## config.mk

```make
export PLATFORM = sky130hd
export DESIGN_NAME = decode_stage
export DESIGN_NICKNAME = d
export VERILOG_FILES = /design/src/rtl/rv32_pkg.sv /design/src/rtl/decode_skid_buffer.sv /design/src/rtl/decode_stage.sv
export SDC_FILE = /design/constraint.sdc
export NUM_CORES = 1
export LEC_CHECK = 0
export ABC_AREA = 1
export CELL_PAD_IN_SITES_DETAIL_PLACEMENT = 0
export CELL_PAD_IN_SITES_GLOBAL_PLACEMENT = 2
export CORE_MARGIN = 8
export CORE_UTILIZATION = 26
export DETAILED_ROUTE_END_ITERATION = 6
export HOLD_SLACK_MARGIN = 0.03
export PLACE_DENSITY = 0.85
export RECOVER_POWER = 50
export SYNTH_ARGS = -nofsm -noshare
export SYNTH_HDL_FRONTEND = slang
export SYNTH_SLANG_ARGS = --single-unit
```

## constraint.sdc

```tcl
create_clock -name clk_i -period 1.7 [get_ports clk_i]
set_input_delay 0.34 -clock clk_i [delete_from_list [all_inputs] [get_ports clk_i]]
set_output_delay 0.34 -clock clk_i [all_outputs]
set_load 0.02 [all_outputs]
```

## src/rtl/rv32_pkg.sv

```systemverilog
// rtl/rv32_pkg.sv - RV32I/M opcode, ALU-op and decoded-instruction types
package rv32_pkg;

    typedef enum logic [6:0] {
        OP_LOAD     = 7'b0000011,
        OP_MISC_MEM = 7'b0001111,
        OP_OP_IMM   = 7'b0010011,
        OP_AUIPC    = 7'b0010111,
        OP_STORE    = 7'b0100011,
        OP_OP       = 7'b0110011,
        OP_LUI      = 7'b0110111,
        OP_BRANCH   = 7'b1100011,
        OP_JALR     = 7'b1100111,
        OP_JAL      = 7'b1101111,
        OP_SYSTEM   = 7'b1110011
    } opcode_e;

    // ALU_ADD is zero so an all-zero decoded entry is a harmless add
    typedef enum logic [4:0] {
        ALU_ADD, ALU_SUB, ALU_SLL, ALU_SLT, ALU_SLTU, ALU_XOR, ALU_SRL, ALU_SRA,
        ALU_OR, ALU_AND, ALU_PASS,
        ALU_MUL, ALU_MULH, ALU_MULHSU, ALU_MULHU, ALU_DIV, ALU_DIVU, ALU_REM, ALU_REMU
    } alu_op_e;

    typedef enum logic [1:0] {
        OCC_EMPTY,
        OCC_ONE,
        OCC_TWO
    } occ_e;

    localparam logic [31:0] INSTR_ECALL  = 32'h0000_0073;
    localparam logic [31:0] INSTR_EBREAK = 32'h0010_0073;

    localparam logic [6:0] F7_BASE   = 7'b0000000;
    localparam logic [6:0] F7_ALT    = 7'b0100000;
    localparam logic [6:0] F7_MULDIV = 7'b0000001;

    typedef struct packed {
        logic [4:0]  rs1;
        logic [4:0]  rs2;
        logic [4:0]  rd;
        logic [31:0] imm;
        alu_op_e     alu_op;
        logic [2:0]  funct3;
        logic        reg_write;
        logic        mem_read;
        logic        mem_write;
        logic        branch;
        logic        jump;
        logic        jalr;
        logic        alu_src_imm;
        logic        alu_src_pc;
        logic        mul_div;
        logic        illegal;
        logic        ecall;
        logic        ebreak;
    } decoded_instr_t;

    function automatic logic [31:0] imm_i(input logic [31:0] instr);
        return {{20{instr[31]}}, instr[31:20]};
    endfunction

    function automatic logic [31:0] imm_s(input logic [31:0] instr);
        return {{20{instr[31]}}, instr[31:25], instr[11:7]};
    endfunction

    function automatic logic [31:0] imm_b(input logic [31:0] instr);
        return {{19{instr[31]}}, instr[31], instr[7], instr[30:25], instr[11:8], 1'b0};
    endfunction

    function automatic logic [31:0] imm_u(input logic [31:0] instr);
        return {instr[31:12], 12'h000};
    endfunction

    function automatic logic [31:0] imm_j(input logic [31:0] instr);
        return {{11{instr[31]}}, instr[31], instr[19:12], instr[20], instr[30:21], 1'b0};
    endfunction

endpackage

```

## src/rtl/decode_skid_buffer.sv

```systemverilog
// rtl/decode_skid_buffer.sv - generic 2-slot valid/ready buffer with registered in_ready_o
module decode_skid_buffer
    import rv32_pkg::*;
#(
    parameter type T = logic [31:0]
) (
    input  logic clk_i,
    input  logic rst_i,
    input  logic flush_i,
    input  logic in_valid_i,
    output logic in_ready_o,
    input  T     in_data_i,
    output logic out_valid_o,
    input  logic out_ready_i,
    output T     out_data_o
);

    occ_e r_state;
    occ_e w_state_nxt;
    logic r_in_ready;
    T     r_slot0;
    T     r_slot1;
    logic w_in_fire;
    logic w_out_fire;
    logic w_ld0_in;
    logic w_ld0_skid;
    logic w_ld1;

    assign w_in_fire  = in_valid_i && r_in_ready;
    assign w_out_fire = (r_state != OCC_EMPTY) && out_ready_i;

    // Occupancy next-state and slot load selects; flush overrides any handshake
    always_comb begin
        w_state_nxt = r_state;
        w_ld0_in    = 1'b0;
        w_ld0_skid  = 1'b0;
        w_ld1       = 1'b0;
        if (flush_i) begin
            w_state_nxt = OCC_EMPTY;
        end else begin
            case (r_state)
                OCC_EMPTY: begin
                    if (w_in_fire) begin
                        w_state_nxt = OCC_ONE;
                        w_ld0_in    = 1'b1;
                    end
                end
                OCC_ONE: begin
                    if (w_in_fire && w_out_fire) begin
                        w_ld0_in = 1'b1;
                    end else if (w_in_fire) begin
                        w_state_nxt = OCC_TWO;
                        w_ld1       = 1'b1;
                    end else if (w_out_fire) begin
                        w_state_nxt = OCC_EMPTY;
                    end
                end
                OCC_TWO: begin
                    if (w_out_fire) begin
                        w_state_nxt = OCC_ONE;
                        w_ld0_skid  = 1'b1;
                    end
                end
                default: begin
                    w_state_nxt = OCC_EMPTY;
                end
            endcase
        end
    end

    // State register; in_ready is the registered "skid will be empty" flag
    always_ff @(posedge clk_i) begin
        if (rst_i) begin
            r_state    <= OCC_EMPTY;
            r_in_ready <= 1'b1;
        end else begin
            r_state    <= w_state_nxt;
            r_in_ready <= (w_state_nxt != OCC_TWO);
        end
    end

    // Payload slots; slot 1 promotes into slot 0 when the output drains
    always_ff @(posedge clk_i) begin
        if (rst_i) begin
            r_slot0 <= '0;
            r_slot1 <= '0;
        end else begin
            if (w_ld0_in) begin
                r_slot0 <= in_data_i;
            end else if (w_ld0_skid) begin
                r_slot0 <= r_slot1;
            end
            if (w_ld1) begin
                r_slot1 <= in_data_i;
            end
        end
    end

    assign in_ready_o  = r_in_ready;
    assign out_valid_o = (r_state != OCC_EMPTY);
    assign out_data_o  = r_slot0;

endmodule

```

## src/rtl/decode_stage.sv

```systemverilog
// rtl/decode_stage.sv - registered RV32I/M decode stage with skid buffer and flush
module decode_stage
    import rv32_pkg::*;
#(
    parameter int HAS_M         = 1,
    parameter int CHECK_ILLEGAL = 1,
    parameter int PC_W          = 32
) (
    input  logic                 clk_i,
    input  logic                 rst_i,
    input  logic                 flush_i,
    input  logic                 in_valid_i,
    output logic                 in_ready_o,
    input  logic [31:0]          in_instr_i,
    input  logic [PC_W-1:0]      in_pc_i,
    output logic                 out_valid_o,
    input  logic                 out_ready_i,
    output decoded_instr_t       out_decoded_o,
    output logic [PC_W-1:0]      out_pc_o
);

    typedef struct packed {
        decoded_instr_t       dec;
        logic [PC_W-1:0]      pc;
    } payload_t;

    decoded_instr_t w_dec;
    logic           w_bad;
    logic [2:0]     w_f3;
    logic [6:0]     w_f7;
    payload_t       w_payload_in;
    payload_t       w_payload_out;

    assign w_f3 = in_instr_i[14:12];
    assign w_f7 = in_instr_i[31:25];

    // Combinational decode ahead of storage; illegal encodings collapse to zero fields
    always_comb begin
        w_dec = '0;
        w_bad = 1'b0;
        case (in_instr_i[6:0])
            OP_LUI: begin
                w_dec.rd          = in_instr_i[11:7];
                w_dec.imm         = imm_u(in_instr_i);
                w_dec.alu_op      = ALU_PASS;
                w_dec.alu_src_imm = 1'b1;
                w_dec.reg_write   = 1'b1;
            end
            OP_AUIPC: begin
                w_dec.rd          = in_instr_i[11:7];
                w_dec.imm         = imm_u(in_instr_i);
                w_dec.alu_op      = ALU_ADD;
                w_dec.alu_src_imm = 1'b1;
                w_dec.alu_src_pc  = 1'b1;
                w_dec.reg_write   = 1'b1;
            end
            OP_JAL: begin
                w_dec.rd        = in_instr_i[11:7];
                w_dec.imm       = imm_j(in_instr_i);
                w_dec.jump      = 1'b1;
                w_dec.reg_write = 1'b1;
            end
            OP_JALR: begin
                w_bad             = (w_f3 != 3'b000);
                w_dec.rd          = in_instr_i[11:7];
                w_dec.rs1         = in_instr_i[19:15];
                w_dec.imm         = imm_i(in_instr_i);
                w_dec.jump        = 1'b1;
                w_dec.jalr        = 1'b1;
                w_dec.alu_src_imm = 1'b1;
                w_dec.reg_write   = 1'b1;
            end
            OP_BRANCH: begin
                w_bad        = (w_f3 == 3'b010) || (w_f3 == 3'b011);
                w_dec.rs1    = in_instr_i[19:15];
                w_dec.rs2    = in_instr_i[24:20];
                w_dec.imm    = imm_b(in_instr_i);
                w_dec.funct3 = w_f3;
                w_dec.alu_op = ALU_SUB;
                w_dec.branch = 1'b1;
            end
            OP_LOAD: begin
                w_bad             = (w_f3 == 3'b011) || (w_f3 == 3'b110) || (w_f3 == 3'b111);
                w_dec.rd          = in_instr_i[11:7];
                w_dec.rs1         = in_instr_i[19:15];
                w_dec.imm         = imm_i(in_instr_i);
                w_dec.funct3      = w_f3;
                w_dec.alu_src_imm = 1'b1;
                w_dec.mem_read    = 1'b1;
                w_dec.reg_write   = 1'b1;
            end
            OP_STORE: begin
                w_bad             = (w_f3 > 3'b010);
                w_dec.rs1         = in_instr_i[19:15];
                w_dec.rs2         = in_instr_i[24:20];
                w_dec.imm         = imm_s(in_instr_i);
                w_dec.funct3      = w_f3;
                w_dec.alu_src_imm = 1'b1;
                w_dec.mem_write   = 1'b1;
            end
            OP_OP_IMM: begin
                w_dec.rd          = in_instr_i[11:7];
                w_dec.rs1         = in_instr_i[19:15];
                w_dec.imm         = imm_i(in_instr_i);
                w_dec.alu_src_imm = 1'b1;
                w_dec.reg_write   = 1'b1;
                case (w_f3)
                    3'b000: w_dec.alu_op = ALU_ADD;
                    3'b010: w_dec.alu_op = ALU_SLT;
                    3'b011: w_dec.alu_op = ALU_SLTU;
                    3'b100: w_dec.alu_op = ALU_XOR;
                    3'b110: w_dec.alu_op = ALU_OR;
                    3'b111: w_dec.alu_op = ALU_AND;
                    3'b001: begin
                        w_bad        = (w_f7 != F7_BASE);
                        w_dec.alu_op = ALU_SLL;
                        w_dec.imm    = {27'd0, in_instr_i[24:20]};
                    end
                    default: begin
                        w_bad        = (w_f7 != F7_BASE) && (w_f7 != F7_ALT);
                        w_dec.alu_op = (w_f7 == F7_ALT) ? ALU_SRA : ALU_SRL;
                        w_dec.imm    = {27'd0, in_instr_i[24:20]};
                    end
                endcase
            end
            OP_OP: begin
                w_dec.rd        = in_instr_i[11:7];
                w_dec.rs1       = in_instr_i[19:15];
                w_dec.rs2       = in_instr_i[24:20];
                w_dec.reg_write = 1'b1;
                if (w_f7 == F7_BASE) begin
                    case (w_f3)
                        3'b000:  w_dec.alu_op = ALU_ADD;
                        3'b001:  w_dec.alu_op = ALU_SLL;
                        3'b010:  w_dec.alu_op = ALU_SLT;
                        3'b011:  w_dec.alu_op = ALU_SLTU;
                        3'b100:  w_dec.alu_op = ALU_XOR;
                        3'b101:  w_dec.alu_op = ALU_SRL;
                        3'b110:  w_dec.alu_op = ALU_OR;
                        default: w_dec.alu_op = ALU_AND;
                    endcase
                end else if (w_f7 == F7_ALT && w_f3 == 3'b000) begin
                    w_dec.alu_op = ALU_SUB;
                end else if (w_f7 == F7_ALT && w_f3 == 3'b101) begin
                    w_dec.alu_op = ALU_SRA;
                end else if (w_f7 == F7_MULDIV && HAS_M != 0) begin
                    w_dec.mul_div = 1'b1;
                    case (w_f3)
                        3'b000:  w_dec.alu_op = ALU_MUL;
                        3'b001:  w_dec.alu_op = ALU_MULH;
                        3'b010:  w_dec.alu_op = ALU_MULHSU;
                        3'b011:  w_dec.alu_op = ALU_MULHU;
                        3'b100:  w_dec.alu_op = ALU_DIV;
                        3'b101:  w_dec.alu_op = ALU_DIVU;
                        3'b110:  w_dec.alu_op = ALU_REM;
                        default: w_dec.alu_op = ALU_REMU;
                    endcase
                end else begin
                    w_bad = 1'b1;
                end
            end
            OP_MISC_MEM: begin
                w_bad = 1'b0;
            end
            OP_SYSTEM: begin
                if (in_instr_i == INSTR_ECALL) begin
                    w_dec.ecall = 1'b1;
                end else if (in_instr_i == INSTR_EBREAK) begin
                    w_dec.ebreak = 1'b1;
                end else begin
                    w_bad = 1'b1;
                end
            end
            default: begin
                w_bad = 1'b1;
            end
        endcase
        if (in_instr_i[1:0] != 2'b11) begin
            w_bad = 1'b1;
        end
        if (w_bad) begin
            w_dec         = '0;
            w_dec.illegal = (CHECK_ILLEGAL != 0);
        end
    end

    assign w_payload_in.dec = w_dec;
    assign w_payload_in.pc  = in_pc_i;

    decode_skid_buffer #(
        .T (payload_t)
    ) u_skid (
        .clk_i       (clk_i),
        .rst_i       (rst_i),
        .flush_i     (flush_i),
        .in_valid_i  (in_valid_i),
        .in_ready_o  (in_ready_o),
        .in_data_i   (w_payload_in),
        .out_valid_o (out_valid_o),
        .out_ready_i (out_ready_i),
        .out_data_o  (w_payload_out)
    );

    assign out_decoded_o = w_payload_out.dec;
    assign out_pc_o      = w_payload_out.pc;

endmodule

```

## Word level (Yosys, flattened, before mapping)

Index checks and enable logic that the tools add are counted.

| storage, ports and cells | value |
|---|---|
| logic and storage cells | 155 |
| register bits after elaboration | 201 |
| input port bits | 69 |
| output and inout bits | 101 |

| cells by class | value |
|---|---|
| equal/unequal tests | 27 |
| reductions and logical operators | 26 |
| $lt $le $gt $ge | 1 |
| multiplexer cells | 61 |

Operators with widths:

| cell | count |
|---|---|
| $mux 99 | 2 |
| $pmux 32 s6 | 1 |
| $mux 67 | 1 |
| $pmux 4 s7 | 2 |
| $mux 5 | 7 |
| $pmux 5 s7 | 1 |
| $mux 1 | 33 |
| $eq 32x21->1 const B | 1 |
| $eq 32x7->1 const B | 1 |
| $mux 32 | 1 |
| $eq 7x6->1 const B | 4 |
| $eq 7x7->1 const B | 4 |
| $pmux 5 s4 | 1 |
| $reduce_or 6->1 | 3 |
| $eq 7x5->1 const B | 2 |
| $mux 2 | 7 |
| $eq 3x3->1 const B | 4 |
| $pmux 1 s8 | 1 |
| $eq 7x1->1 const B | 1 |
| $eq 7x2->1 const B | 1 |
| $eq 7x4->1 const B | 1 |
| $logic_not 7->1 | 1 |
| $ne 7x6->1 const B | 1 |
| $reduce_bool 7->1 | 1 |
| 19 further kinds | 33 |

## Depth between registers and ports, before layout

| depth | value |
|---|---|
| depth after elaboration | 9 |
| mapped depth | 15 |
| mapped depth without buffers | 14 |

## Hierarchy

From an unflattened synthesis, not the netlist that was laid out.

| second synthesis, totals | value |
|---|---|
| cells, all modules | 1650 |
| area, all modules | 10307.4 um^2 |

By module, submodules not included:

| module | cells each | instances | sequential area each (um^2) | area an instance (um^2) |
|---|---|---|---|---|
| decode_skid_buffer | 1324 | 1 | 4023.9 | 8851.0 |
| decode_stage | 326 | 1 | 0.0 | 1456.4 |

## Worst setup path after synthesis

Ideal clock, no wire load.

| path | value |
|---|---|
| path type | flip-flop to flip-flop |
| from | register u_skid.r_in_ready, in the netlist u_skid.in_ready_o |
| to | register u_skid.r_slot0, in the netlist u_skid.out_data_o[36] |
| stages on the path, launching flop included | 11 |
| required time | 1.630 ns |
| library setup time | 0.070 ns |
| path slack | -0.086 ns |
| arrival time | 1.716 ns |
| path buffers | 2 |
| period minus slack after synthesis | 1.786 ns |
| cells stage by stage | dfxtp_1 -> nand2_1 -> nor3_2 -> nor2_1 -> nor2_1 -> o21ai_2 -> inv_1 -> buf_2 -> buf_2 -> o211ai_1 -> a21oi_1 |

| between the ends | value |
|---|---|
| longest elaborated chain between the ends | 6 |
| elaborated cells between the ends (all ways) | 8 |
| those cells by class | mux (5); reduce/logical (3) |

RTL lines:

| element | RTL line | text |
|---|---|---|
| start, declared | decode_skid_buffer.sv:20 | `logic r_in_ready;` |
| start signal, assigned | decode_skid_buffer.sv:78 | `r_in_ready <= (w_state_nxt != OCC_TWO);` |
| $logic_and 1x1->1 * | decode_skid_buffer.sv:29 | `assign w_in_fire = in_valid_i && r_in_ready;` |
| $logic_and 1x1->1 | decode_skid_buffer.sv:49 | `if (w_in_fire && w_out_fire) begin` |
| $mux 1 | decode_skid_buffer.sv:49 |  |
| $pmux 1 s2 * | decode_skid_buffer.sv:41 | `case (r_state)` |
| $mux 1 * | decode_skid_buffer.sv:38 | `if (flush_i) begin` |
| $mux 99 or $reduce_bool 2->1 (tied branches) | -- |  |
| end signal, assigned | decode_skid_buffer.sv:89 | `r_slot0 <= in_data_i;` |
| end signal, assigned | decode_skid_buffer.sv:91 | `r_slot0 <= r_slot1;` |
| end, declared | decode_skid_buffer.sv:21 | `T r_slot0;` |

Mark *: on every way between the ends. The rest lies on a longest branch, timed or not.
A chain may end at the register's enable or synchronous reset.

## Worst setup path in the final report

| path | value |
|---|---|
| from | register u_skid.r_state[1] |
| to | output out_valid_o |

| between the ends | value |
|---|---|
| longest elaborated chain between the ends | 1 |

RTL lines:

| element | RTL line | text |
|---|---|---|
| start, declared | decode_skid_buffer.sv:18 | `occ_e r_state;` |
| start signal, assigned | decode_skid_buffer.sv:77 | `r_state <= w_state_nxt;` |
| $reduce_bool 2->1 | decode_skid_buffer.sv:100 | `assign out_valid_o = (r_state != OCC_EMPTY);` |
| end, declared | decode_stage.sv:16 | `output logic out_valid_o,` |

No other way between the ends.

==> results.yml <==
pwr:
  powerDensity_nw_per_um2: 792
  peakVddDrop_v: 0.000690
  leakage_uw: 0.00724
  p_total_uw: 13100
die:
  core_area_um2: 36300
  fp.dieArea_um2: 43000
  die_h_um: 207
  io_pins: 170
  rows: 70
  die_width_um: 207
  initial_utilization: 0.262
logic_synthesis:
  yosysWarnings: 0
  synth_xor_area_frac: 0
  yosysUniqueCellTypes: 38
  synthMuxAreaShare: 0
  syn_inst: 1413
  avgSynthCellArea_um2: 6.74
  synth_top_family_by_area: "simple AND/OR/NAND/NOR gates"
  syn_area_um2: 9520
  synth_compound_area_frac: 0.220
  netlist_top_cells_area: "dfxtp_1, nand2_1, a21oi_1"
  ys_ff_latch: 201
  synth_top_area_frac: 0.423
  synthAdderAreaFrac: 0
  syn_nets: 1482
  yosys.area_share.simple: 0.265
  seq_area_frac_synth: 0.423
  yosys.area.top_type: "dfxtp_1"
detailed_routing:
  drt_pre_antenna_iters: 5
  wl_per_cell_um: 18.6
  vias: 11010
  drc: 0
  route.antenna.remaining_nets: 0
  vias_per_cell: 4.84
  drt_iter0_drc: 615
  wirelength_mm: 42.4
layout:
  finish.net_count: 1858
  diodes: 0
  layout_common_cells: "nand2_1, dfxtp_1, buf_4"
  drive_above_1_share: 0.337
  fillers: 3575
  syn_to_final_growth_pct: 73.9
  final_util: 0.455
  layout_commonest_cell: "nand2_1"
timing:
  maxSlewViolCount: 0
  slew_headroom: 0.607
  worstMarginPinSlew_ns: 0.585
  period_share: 1.13
  clock_skew_ns: 0.0201
  rsz0062_at_grt: "true"
  hold_slack_ns: 0.0789
  hold_violations: 0
  setup_ws_ns: -0.220
  setup_viol: 197
  period_needed_ns: 1.92
  max_freq_mhz: 521
setup_path:
  cpPeakStageDelay_ns: 0.34
  crit_fanout: 3
  path_buf_inv: 3
  path_cells: "nor2_1 -> inv_2 -> buf_4 -> dlygate4sd2_1"
  critPathCaptureType: "output port"
  startpoint_type: "flop"
  cp.arrival_ns: 1.58
  required_ns: 1.36
  crit_type: "reg -> out"
  cp_slowest_cell: "dfxtp_2"
  crit_family: "buffers and inverters"
place:
  dp.final_hpwl_mm: 24.7
  dp_slack_ns: -0.907
  gp_congestion: 0.864
  io_buffers: 169
global_route:
  grt_first_pass_wirelength_mm: 64.2
  overflow: 0
  antenna_found_initial: 0
  grt_util_all_layers: 0.186
  grt_max_degree: 81
  grt_pass1_vias: 10794
clocking:
  clock_latency_ns: 0.54
  root_buffer: "clkbuf_16"
  clkTransAtPathRegs_ns: 0.06
  cts_buffers: 25
  cts_tree: "yes"
  cts-hold-fix-buffers: 0
  cts-htree-levels: 1
  clock-sinks: 201
  cts_max_path_buffers: 3
outcome:
  status: "finished, violations left"
  violations: "setup timing"
run:
  drv_cap: 0
hold_path:
  hold_class: "in -> reg"
==> routing by layer <==
| layer | vias to the layer above | global-route usage | wire length (µm) | part of all wire |
|---|---|---|---|---|
| li1 | 5410 | - | - | - |
| met1 | 5189 | 0.235 | 18700 | 0.44 |
| met2 | 343 | 0.320 | 20300 | 0.48 |
| met3 | 68 | 0.0319 | 2280 | 0.054 |
| met4 | 0 | 0.0535 | 1160 | 0.027 |
| met5 | - | 0 | 0 | 0 |
==> cell usage after synthesis <==
cell type / count
a211oi_1: 1
a21oi_1: 205
a21oi_4: 1
a22oi_1: 1
a31oi_1: 1
buf_1: 5
buf_2: 23
buf_6: 8
clkbuf_1: 59
clkbuf_8: 2
dfxtp_1: 201
dlygate4sd1_1: 1
dlygate4sd3_1: 1
dlymetal6s2s_1: 2
inv_1: 92
inv_2: 6
nand2_1: 338
nand2_2: 21
nand3_1: 42
nand3_2: 1
nand3b_1: 2
nand4_1: 16
nor2_1: 164
nor2_2: 4
nor2_4: 4
nor2_8: 1
nor3_1: 7
nor3_2: 3
nor4_1: 1
o2111ai_1: 3
o211ai_1: 2
o21ai_0: 179
o21ai_1: 7
o21ai_2: 1
o21bai_1: 1
o221ai_1: 1
o22ai_1: 5
or2_2: 1
==> power breakdown <==
group	leakage, µW	total, µW	switching [µW]	internal, µW
Sequential	0.00163	5000	97.1	4900
Combinational	0.00520	2690	1430	1260
Clock	0.000408	5410	2180	3230
==> path summary, 6_finish.rpt <==
path                                    startpoint  cells after the start  slack, ns                 end
worst min-delay path                         rst_i                      2       0.08   u_skid.r_state[1]
worst max register to register   u_skid.r_state[0]                     12      -0.21  u_skid.r_slot1[89]
worst max-delay path             u_skid.r_state[1]                      4      -0.22         out_valid_o
worst min register to register  u_skid.r_slot1[14]                      2       0.45  u_skid.r_slot1[14]
==> layout make-up <==
type | count | area [µm²] | area share
well taps | 468 | 586 | 0.0354
inverters | 98 | 402 | 0.0243
clock buffers | 32 | 702 | 0.0424
flip-flops and latches | 201 | 4030 | 0.243
repair inverters | 1 | 6.26 | 0.000378
clock inverters | 14 | 138 | 0.00832
multi-input cells | 1013 | 5500 | 0.332
repair buffers | 449 | 5190 | 0.313
==> cell families (layout without fill, tap and decap cells) <==
family,count (synthesis),count (layout)
buffers and inverters,199,594
AOI/OAI and AO/OA,408,408
DFF,201,201
and+or+nand+nor,605,605
==> repair_timing <==
item | in CTS | in global routing
resized for setup | 434 | 161
pin swaps | 62 | 41
endpoints found under the setup margin | 262 | 201
cloned | 42 | 6
setup buffers | 80 | 6
==> sequential cells by signal (all words and copies together) (netlist names) <==
signal	flops
u_skid.in_ready_o	1
u_skid.out_data_o	99
u_skid.r_slot1	99
u_skid.r_state	2
==> stage by stage <==
| stage | TNS (ns) | cells | area (µm²) |
|---|---|---|---|
| final | -21.27 | 2276 | 16500 |
| after global routing | -41.40 | 2276 | 16500 |
| after CTS | -13.03 | 2276 | 16200 |
| after detailed placement | -130.62 | 2109 | 12800 |
| after global placement | -130.46 | 2109 | 12800 |
| after floorplan | -0.0970 | 1413 | 9570 |
Power figures use the tool's default switching activity.
